--- src/rtl/regfile_pkg.sv ---
// Shared register-file types and sizing used by the issue scoreboard and the
// write-back queue it shadows.
package regfile_pkg;

    typedef logic [4:0] reg_idx_t;

    localparam reg_idx_t XZR      = 5'd31;
    localparam int       NREGS    = 32;
    localparam int       WB_DEPTH = 4;
    // Counter width; 2**CW must exceed WB_DEPTH so a full register never wraps.
    localparam int       CW       = 3;

endpackage

--- src/rtl/scoreboard_counter.sv ---
// Per-register pending-write counter: counts up on issue, down on retire,
// and flags a retire that arrives while the count is already zero.
module scoreboard_counter
    import regfile_pkg::*;
#(
    parameter int W = CW
) (
    input  logic         clk,
    input  logic         rst_n,
    input  logic         inc,
    input  logic         dec,
    output logic [W-1:0] cnt,
    output logic         nonzero,
    output logic         underflow
);

    logic [W-1:0] cnt_q, cnt_d;

    always_comb begin
        // NOTE: every output of a combinational block gets a default first so no path infers a latch.
        cnt_d     = cnt_q;
        underflow = 1'b0;
        case ({inc, dec})
            2'b10: cnt_d = cnt_q + W'(1);
            2'b01: begin
                if (cnt_q == '0) underflow = 1'b1;
                else             cnt_d     = cnt_q - W'(1);
            end
            default: cnt_d = cnt_q;
        endcase
    end

    // NOTE: sequential state uses <= so all flops sample pre-edge values together.
    always_ff @(posedge clk or negedge rst_n) begin
        if (!rst_n) cnt_q <= '0;
        else        cnt_q <= cnt_d;
    end

    assign cnt     = cnt_q;
    // Still pending once this cycle's retire has landed in the register file.
    assign nonzero = (cnt_q - W'(dec)) != '0;

endmodule

--- src/rtl/regfile_scoreboard.sv ---
// Issue-stage scoreboard: stalls on RAW hazards against in-flight writes and
// when the write-back queue is already holding WB_DEPTH tracked writes.
module regfile_scoreboard
    import regfile_pkg::*;
(
    input  logic          clk,
    input  logic          reset,
    input  logic          issue_valid,
    input  logic          issue_wr,
    input  reg_idx_t      issue_rd,
    input  reg_idx_t      rs_a,
    input  reg_idx_t      rs_b,
    input  logic          rs_a_used,
    input  logic          rs_b_used,
    input  logic          retire_wr,
    input  reg_idx_t      retire_rd,
    output logic          stall,
    output logic [CW-1:0] inflight_cnt,
    output logic          err_underflow
);

    logic [NREGS-1:0] inc_vec, ret_vec, nz_vec, uf_vec;
    logic [CW-1:0]    cnt_arr [NREGS];
    logic [CW-1:0]    inflight_q, inflight_d;
    logic             err_q, err_d;
    logic             ret_any, ret_eff, raw, full, accept, inc_any;

    // XZR has no counter; its slot reads as permanently idle.
    assign nz_vec[XZR]  = 1'b0;
    assign uf_vec[XZR]  = 1'b0;
    assign cnt_arr[XZR] = '0;

    for (genvar r = 0; r < NREGS - 1; r++) begin : g_cnt
        scoreboard_counter #(.W(CW)) u_cnt (
            .clk      (clk),
            .rst_n    (reset),
            .inc      (inc_vec[r]),
            .dec      (ret_vec[r]),
            .cnt      (cnt_arr[r]),
            .nonzero  (nz_vec[r]),
            .underflow(uf_vec[r])
        );
    end

    always_comb begin
        ret_any = retire_wr && (retire_rd != XZR);
        raw     = (rs_a_used && (rs_a != XZR) && nz_vec[rs_a])
               || (rs_b_used && (rs_b != XZR) && nz_vec[rs_b]);
        // A retire this cycle frees a queue slot for the incoming write.
        full    = issue_wr && (issue_rd != XZR)
               && ((inflight_q - CW'(ret_any)) == CW'(WB_DEPTH));
        stall   = issue_valid && (raw || full);
        accept  = issue_valid && !stall;
        inc_any = accept && issue_wr && (issue_rd != XZR);

        for (int r = 0; r < NREGS; r++) begin
            inc_vec[r] = inc_any && (issue_rd == reg_idx_t'(r));
            ret_vec[r] = ret_any && (retire_rd == reg_idx_t'(r));
        end

        // A retire against an empty counter leaves every count untouched.
        ret_eff    = ret_any && ((cnt_arr[retire_rd] != '0) || inc_vec[retire_rd]);
        inflight_d = inflight_q + CW'(inc_any) - CW'(ret_eff);
        err_d      = err_q || (|uf_vec);
    end

    always_ff @(posedge clk or negedge reset) begin
        if (!reset) begin
            inflight_q <= '0;
            err_q      <= 1'b0;
        end else begin
            inflight_q <= inflight_d;
            err_q      <= err_d;
        end
    end

    assign inflight_cnt  = inflight_q;
    assign err_underflow = err_q;

endmodule

--- config.mk ---
export PLATFORM = sky130hd
export DESIGN_NAME = regfile_scoreboard
export DESIGN_NICKNAME = d
export VERILOG_FILES = /design/src/rtl/regfile_pkg.sv /design/src/rtl/scoreboard_counter.sv /design/src/rtl/regfile_scoreboard.sv
export SDC_FILE = /design/constraint.sdc
export NUM_CORES = 1
export LEC_CHECK = 0
export BUFFER_PORTS_ARGS = -buffer_cell sky130_fd_sc_hd__buf_2
export CORE_MARGIN = 2
export CORE_UTILIZATION = 37
export CTS_BUF_LIST = sky130_fd_sc_hd__clkbuf_16
export DETAILED_ROUTE_END_ITERATION = 7
export PLACE_DENSITY = 0.56
export SKIP_CTS_REPAIR_TIMING = 1
export SYNTH_ARGS = -nofsm -noshare
export SYNTH_HDL_FRONTEND = slang
export SYNTH_SLANG_ARGS = --single-unit
--- constraint.sdc ---
create_clock -name clk -period 5.8 [get_ports clk]
set_clock_uncertainty 0.05 [all_clocks]
set_input_delay 0.87 -clock clk [delete_from_list [all_inputs] [get_ports clk]]
set_output_delay 0.87 -clock clk [all_outputs]
set_load 0.03 [all_outputs]
* Word-level counts from Yosys, hierarchy flattened
Cells that the tools add are included.
Widths: inputs -> output; s select.
** Operators by class
- Add/subtract/negate cells :: 96
- Multiply operators :: 0
- Divide/modulo/power cells :: 0
- $lt $le $gt $ge :: 4
- Equality and inequality tests :: 159
- Shifts and indexed selects :: 0
- Muxes and demuxes :: 133
- Bitwise operators :: 1
- Reduce and logical (&&, ||, !) cells :: 208
** Operators with widths (number)
- $pmux 3 s2 :: 31
- $eq 5x5->1 const B :: 31
- $mux 3 :: 33
- $sub 3x1->3 :: 33
- $reduce_bool 3->1 :: 32
- $add 3x1->3 const B :: 31
- $logic_not 3->1 :: 31
- $sub 3x1->3 const B :: 31
- $eq 5x4->1 const B :: 16
- $logic_and 1x1->1 :: 75
- $mux 1 :: 65
- $eq 2x1->1 const B :: 31
- $eq 2x2->1 const B :: 31
- $ne 2x2->1 const B :: 31
- $reduce_and 2->1 :: 31
- $reduce_bool 2->1 :: 31
- $eq 5x3->1 const B :: 8
- $reduce_or 31->1 :: 1
- $eq 5x2->1 const B :: 4
- $ne 5x5->1 const B :: 4
- $lt 5x6->1 const B :: 3
- $bmux 1 s5 :: 3
- $bmux 3 s5 :: 1
- $eq 5x1->1 const B :: 2
- other kinds (7) :: 11
** Storage, ports and cells
- Register bits after elaboration :: 97
- Latch bits :: 0
- Memory bits (writable) :: 0
- Memory bits (read-only) :: 0
- Logic and storage cells :: 634
- Memories :: 0

* Longest topological paths before layout
- Word-level depth :: 21
- Depth in mapped cells :: 21

* Hierarchy
From an unflattened synthesis, not the netlist that was laid out.
** Unflattened totals
- Cell total of the unflattened synthesis :: 1183
- Area total of the unflattened synthesis :: 10113.4 µm²
** By module, submodules not included
- scoreboard_counter (g_cnt[0].u_cnt ...) :: instances 30, cells an instance 29, area an instance 262.8 µm²
- regfile_scoreboard :: instances 1, cells an instance 281, area an instance 1934.4 µm²
- scoreboard_counter (g_cnt[9].u_cnt) :: instances 1, cells an instance 32, area an instance 296.5 µm²

* Worst setup path before layout
No wires, ideal clock.
- Kind :: in2reg
- Start :: input retire_rd[2]
- End :: register inflight_q[2], in the netlist inflight_cnt[2]
- Arrival time :: 4.791 ns
- Path slack :: 0.835 ns
- Stages :: 20
- Buffers on the path :: 3
- Path through :: clkbuf_1 nand2_1 or2_2 nor2_1 ha_1 or3b_2 o22ai_1 mux4_2 o22ai_1 a21oi_4 nand4_2 buf_2 buf_2 o2bb2ai_1 ha_1 inv_1 ha_1 fa_1 xnor2_1 xnor2_1
** On the way
- Word-level cells in the longest chain between the ends :: 21
- Elaborated cells between the ends (all ways) :: 185
- Those cells by class :: add/sub: 34; eq/ne: 32; mux: 9; bitwise: 1; reduce/logical: 109
** RTL lines
- start, declared :: RTL line regfile_scoreboard.sv:16 : input reg_idx_t retire_rd,
- $ne 5x5->1 :: RTL line regfile_scoreboard.sv:46 : ret_any = retire_wr && (retire_rd != XZR);
- $logic_and 1x1->1 :: RTL line regfile_scoreboard.sv:46
- $logic_and 1x1->1 :: RTL line regfile_scoreboard.sv:58 : ret_vec[r] = ret_any && (retire_rd == reg_idx_t'(r));
- $sub 3x1->3 :: RTL line scoreboard_counter.sv:41 : assign nonzero = (cnt_q - W'(dec)) != '0;
- $reduce_bool 3->1 :: RTL line scoreboard_counter.sv:41
- $bmux 1 s5, on equally long branches :: RTL line regfile_scoreboard.sv:47, regfile_scoreboard.sv:48
- $mux 1, on equally long branches :: RTL line regfile_scoreboard.sv:47, regfile_scoreboard.sv:48
- $logic_and 1x1->1, on equally long branches :: RTL line regfile_scoreboard.sv:47, regfile_scoreboard.sv:48
- [5 not listed]
- $logic_and 1x1->1 (2 in a row) :: RTL line regfile_scoreboard.sv:54 : inc_any = accept && issue_wr && (issue_rd != XZR);
- $logic_and 1x1->1 :: RTL line regfile_scoreboard.sv:57 : inc_vec[r] = inc_any && (issue_rd == reg_idx_t'(r));
- $bmux 1 s5 :: RTL line regfile_scoreboard.sv:62 : ret_eff = ret_any && ((cnt_arr[retire_rd] != '0) || inc_vec[retire_rd]);
- $mux 1 (implied by the code) :: RTL line regfile_scoreboard.sv:62
- $logic_or 1x1->1 :: RTL line regfile_scoreboard.sv:62
- $logic_and 1x1->1 :: RTL line regfile_scoreboard.sv:62
- $sub 3x1->3 * :: RTL line regfile_scoreboard.sv:63 : inflight_d = inflight_q + CW'(inc_any) - CW'(ret_eff);
- via inflight_d[2] :: RTL line regfile_scoreboard.sv:24 : logic [CW-1:0] inflight_q, inflight_d;
- end signal, assigned :: RTL line regfile_scoreboard.sv:72 : inflight_q <= inflight_d;
- end, declared :: RTL line regfile_scoreboard.sv:24
The timed path passes the listed nets; every way through them passes the cells marked *. The select of a mux whose other input is x is not followed.
A chain may end at the register's enable or synchronous reset.

* Worst setup path after layout
- Start :: input retire_rd[0]
- End :: register g_cnt[7].u_cnt.cnt_q[2]
** On the way
- Word-level cells in the longest chain between the ends :: 19
- Elaborated cells between the ends (all ways) :: 149
- Those cells by class :: add/sub: 32; eq/ne: 35; mux: 5; reduce/logical: 77
** RTL lines
- $ne 5x5->1 :: RTL line regfile_scoreboard.sv:46
- $logic_and 1x1->1 :: RTL line regfile_scoreboard.sv:46
- $logic_and 1x1->1 :: RTL line regfile_scoreboard.sv:58
- $sub 3x1->3 :: RTL line scoreboard_counter.sv:41
- $reduce_bool 3->1 :: RTL line scoreboard_counter.sv:41
- $bmux 1 s5, on equally long branches :: RTL line regfile_scoreboard.sv:47, regfile_scoreboard.sv:48
- $mux 1, on equally long branches :: RTL line regfile_scoreboard.sv:47, regfile_scoreboard.sv:48
- $logic_and 1x1->1, on equally long branches :: RTL line regfile_scoreboard.sv:47, regfile_scoreboard.sv:48
- [2 not listed]
- $logic_and 1x1->1 :: RTL line regfile_scoreboard.sv:52 : stall = issue_valid && (raw || full);
- $logic_not 1->1 :: RTL line regfile_scoreboard.sv:53 : accept = issue_valid && !stall;
- $logic_and 1x1->1 :: RTL line regfile_scoreboard.sv:53
- $logic_and 1x1->1 (2 in a row) :: RTL line regfile_scoreboard.sv:54
- $logic_and 1x1->1 :: RTL line regfile_scoreboard.sv:57
- $eq 2x1->1 or $eq 2x2->1 (tied branches) :: RTL line scoreboard_counter.sv:23 : case ({inc, dec})
- $ne 2x2->1 (no line) or $reduce_bool 2->1 (tied branches)
- $reduce_and 2->1 (no line)
- end signal, assigned :: RTL line scoreboard_counter.sv:36 : else cnt_q <= cnt_d;
- end, declared :: RTL line scoreboard_counter.sv:17 : logic [W-1:0] cnt_q, cnt_d;
Several ways; a longest one is shown, not always the timed one. The select of a mux whose other input is x is not followed.

==> impl_metrics.py <==
metrics = {
    "run": {
        "drv_cap": 0,
    },
    "hold_path": {
        "hp-class": "flop to flop",
        "worstHoldPathCells": 1,
        "hp-start": "g_cnt[22].u_cnt.cnt[0]",
        "worstHoldEndpoint": "g_cnt[22].u_cnt.cnt[0]",
    },
    "cells_and_area": {
        "antenna_cells": 0,
        "multi_input_area_sq_um": 5668,
        "stdcell_count": 1294,
        "nNetsFinal": 1069,
        "register_area_sq_um": 2427,
        "final_common_cell": "dfrtp_1",
        "fill_cells": 2290,
        "syn_to_final_growth_pct": 8.774,
        "drive_gt1_frac": 0.1040,
        "mostFrequentLayoutCells": "97 x dfrtp_1, 93 x inv_1, 77 x nor2_1",
    },
    "detailed_routing": {
        "avgRoutedWirePerCell_microns": 19.37,
        "ant_nets": 0,
        "via_count": 7206,
        "drcViolationCount": 0,
        "viasPerCell": 5.569,
        "drtIter0Drc": 692,
        "wl_mm": 25.07,
        "drt_first_pass_iters": 5,
    },
    "power_and_ir_drop": {
        "p_total_w": 0.003249,
        "p_leak_nw": 3.864,
        "ir_drop_mv": 0.2331,
        "p_per_area_nw_per_um2": 346.8,
    },
    "clock_tree": {
        "cts-root-buf": "clkbuf_16",
        "cts_buffer_depth": 2,
        "clk_pin_slew_ps": 70,
        "cts_tree": "built",
        "cts_sinks": 97,
        "insertion_delay_ps": 360,
        "htreeDepth": 3,
        "cts_buffers": 9,
    },
    "logic_synthesis": {
        "synth_compound_area_frac": 0.1412,
        "synthAdderAreaFrac": 0.1238,
        "synth-xor-area-share": 0.1180,
        "synth_edf_count": 0,
        "ys.flop_type": "dfrtp_1",
        "syn_avg_cell_area_sq_um": 8.953,
        "yosys.area_share.simple": 0.2118,
        "ys_warn_count": 0,
        "ys_async_sr_fraction": 1.000,
        "netlist_area_sq_um": 8613,
        "synthCells": 962,
        "synth.net_count": 1055,
        "synth_top_family_by_area": "simple AND/OR/NAND/NOR gates",
        "muxShareOfSynthArea": 0.06232,
        "ys_types": 71,
        "ys_seq_area_frac": 0.2818,
        "synth_seq_cells": 97,
    },
    "timing": {
        "setup_violations": 0,
        "finalSetupTns_ps": 0,
        "slew_viol_final": 0,
        "tightestPinTransition_ps": 1116,
        "fmax_mhz": 186.4,
        "hold_viol": 0,
        "min_period_ps": 5366,
        "period_share": 0.9252,
        "rsz0062_at_grt": "false",
        "slew_headroom": 0.2559,
    },
    "critical_path": {
        "crit_type": "input pin to flop",
        "crit_family": "simple AND/OR/NAND/NOR gates",
        "crit_top_cell": "nand2_1",
        "required_ps": 6040,
        "r2r_start": "g_cnt[24].u_cnt.cnt[0]",
        "worstReg2RegEnd": "g_cnt[7].u_cnt.cnt[2]",
        "crit_chain": "buf_2 > nor2b_1 > nand2_1 > inv_1 > ha_1 > nor3b_1 > a221oi_1 > nor4_1 > a311oi_1 > a21oi_4 > nand4_4 > buf_4 > or3_1 > nand2_1 > fa_1 > o31ai_1 > xor2_1",
        "startpoint": "retire_rd[0]",
        "cp.arrival_ps": 5600,
        "critPathSlowestCell": "a221oi_1",
        "critical_path_buf_inv_count": 3,
        "startpoint_type": "input pin",
        "reg2regPathDepth": 14,
        "cpPeakStageDelay_ps": 550,
        "reg2reg_setup_slack_ps": 1530,
        "cp.depth": 17,
        "worstSetupEndpointType": "flop",
        "cp_max_fo": 25,
    },
    "floorplanning": {
        "die_width_microns": 156.6,
        "die_area_sq_um": 24520,
        "io_pins": 32,
        "die_h_microns": 156.6,
        "core_sq_um": 22780,
        "initial_core_util": 0.3781,
        "rows": 55,
    },
    "placement": {
        "hpwlAfterDp_mm": 19.39,
        "placed_cells": 1278,
        "port_buffers": 31,
        "gp_congestion": 0.9538,
    },
    "status": {
        "status": "completed",
    },
    "global_route": {
        "grt_max_degree": 54,
        "grt_pass1_vias": 6904,
        "grt_overflow": 0,
        "track_usage": 0.2151,
        "antenna_found_initial": 1,
        "grt_pass1_wl_mm": 40.53,
    },
}
==> logic make-up after synthesis <==
| family | count (synthesis) |
|---|---|
| compound gates | 160 |
| simple gates | 348 |
| xor+xnor | 116 |
| buf+inv | 132 |
| flops | 97 |
| fa+ha+maj | 66 |
| mux | 43 |
==> cell usage after synthesis (all sizes together), types with 4 or more instances <==
| library cell | count | area share |
|---|---|---|
| a21oi | 17 | 0.011 |
| and2 | 4 | 0.0029 |
| and3 | 5 | 0.0036 |
| and3b | 4 | 0.0041 |
| buf | 15 | 0.010 |
| clkbuf | 25 | 0.011 |
| dfrtp | 97 | 0.28 |
| fa | 32 | 0.074 |
| ha | 34 | 0.049 |
| inv | 92 | 0.040 |
| mux2 | 5 | 0.0065 |
| mux2i | 30 | 0.035 |
| mux4 | 8 | 0.021 |
| nand2 | 54 | 0.024 |
| nand2b | 14 | 0.010 |
| nand3 | 23 | 0.013 |
| nand3b | 10 | 0.0087 |
| nand4 | 30 | 0.023 |
| nor2 | 77 | 0.034 |
| nor2b | 8 | 0.0058 |
| nor3 | 65 | 0.038 |
| nor3b | 5 | 0.0044 |
| o2111ai | 8 | 0.0081 |
| o211ai | 10 | 0.0087 |
| o21a | 4 | 0.0035 |
| o21ai | 33 | 0.019 |
| o221ai | 5 | 0.0051 |
| o22ai | 11 | 0.0080 |
| o311ai | 11 | 0.011 |
| o31ai | 30 | 0.036 |
| or2 | 8 | 0.0058 |
| or3 | 19 | 0.014 |
| or3b | 7 | 0.0071 |
| or4 | 5 | 0.0044 |
| xnor2 | 75 | 0.076 |
| xor2 | 41 | 0.042 |
==> state kept, by name, summed over array words and instances (netlist names) <==
name	count
g_cnt.u_cnt.cnt	93
inflight_cnt	3
err_underflow	1
==> final cells by class <==
type | instances | share of cell area
clock buffer | 9 | 0.02404
multi-input combinational | 733 | 0.6050
clock inverter | 7 | 0.006811
timing repair buffer | 43 | 0.02644
tap | 313 | 0.04180
inverter | 92 | 0.03686
sequential | 97 | 0.2591
==> per-layer routing <==
metal	GRT usage	up-vias	part of all wire
li1	-	3437	-
met1	0.3098	3491	0.48
met2	0.3270	231	0.44
met3	0.03489	45	0.054
met4	0.07471	2	0.025
met5	0	-	0.00064
==> power by group <==
group / total, W / switching [W] / leakage, nW / internal [W]
Combinational: 0.00146 / 0.000846 / 2.52 / 0.000616
Clock: 0.000603 / 0.000272 / 0.148 / 0.000331
Sequential: 0.00118 / 0.000251 / 1.20 / 0.000933
Total: 0.00325 / 0.00137 / 3.86 / 0.00188
==> worst max-delay path by stage <==
stage	endpoint	slack, ps
finish	g_cnt[7].u_cnt.cnt[2]	430
global route	g_cnt[7].u_cnt.cnt[2]	220
CTS	g_cnt[7].u_cnt.cnt[2]	600
detailed placement	g_cnt[7].u_cnt.cnt[2]	230
global placement	g_cnt[7].u_cnt.cnt[2]	200
floorplan	inflight_cnt[2]	840
==> metrics by stage <==
step	hold WS, ps	worst slack (ps)	cell area, sq um	util
2_1_floorplan	409.2	835.1	8613	-
3_3_place_gp	431.7	197.0	9080	0.3986
3_5_place_dp	432.0	232.3	9080	0.3986
4_1_cts	447.3	601.5	9369	0.4113
5_1_grt	467.2	216.3	9369	0.4113
6_report	444.1	434.1	9369	0.4113
==> worst reg2reg max path: stages (launching register included) <==
cell,delay [ps]
dfrtp_1,390
inv_1,90
ha_1,300
nor3b_1,140
a221oi_1,580
nor4_1,120
a311oi_1,450
a21oi_4,200
nand4_4,290
buf_4,340
or3_1,280
nand2_1,100
fa_1,410
o31ai_1,290
xor2_1,170
No activity file was read; power rests on OpenSTA's default activity.
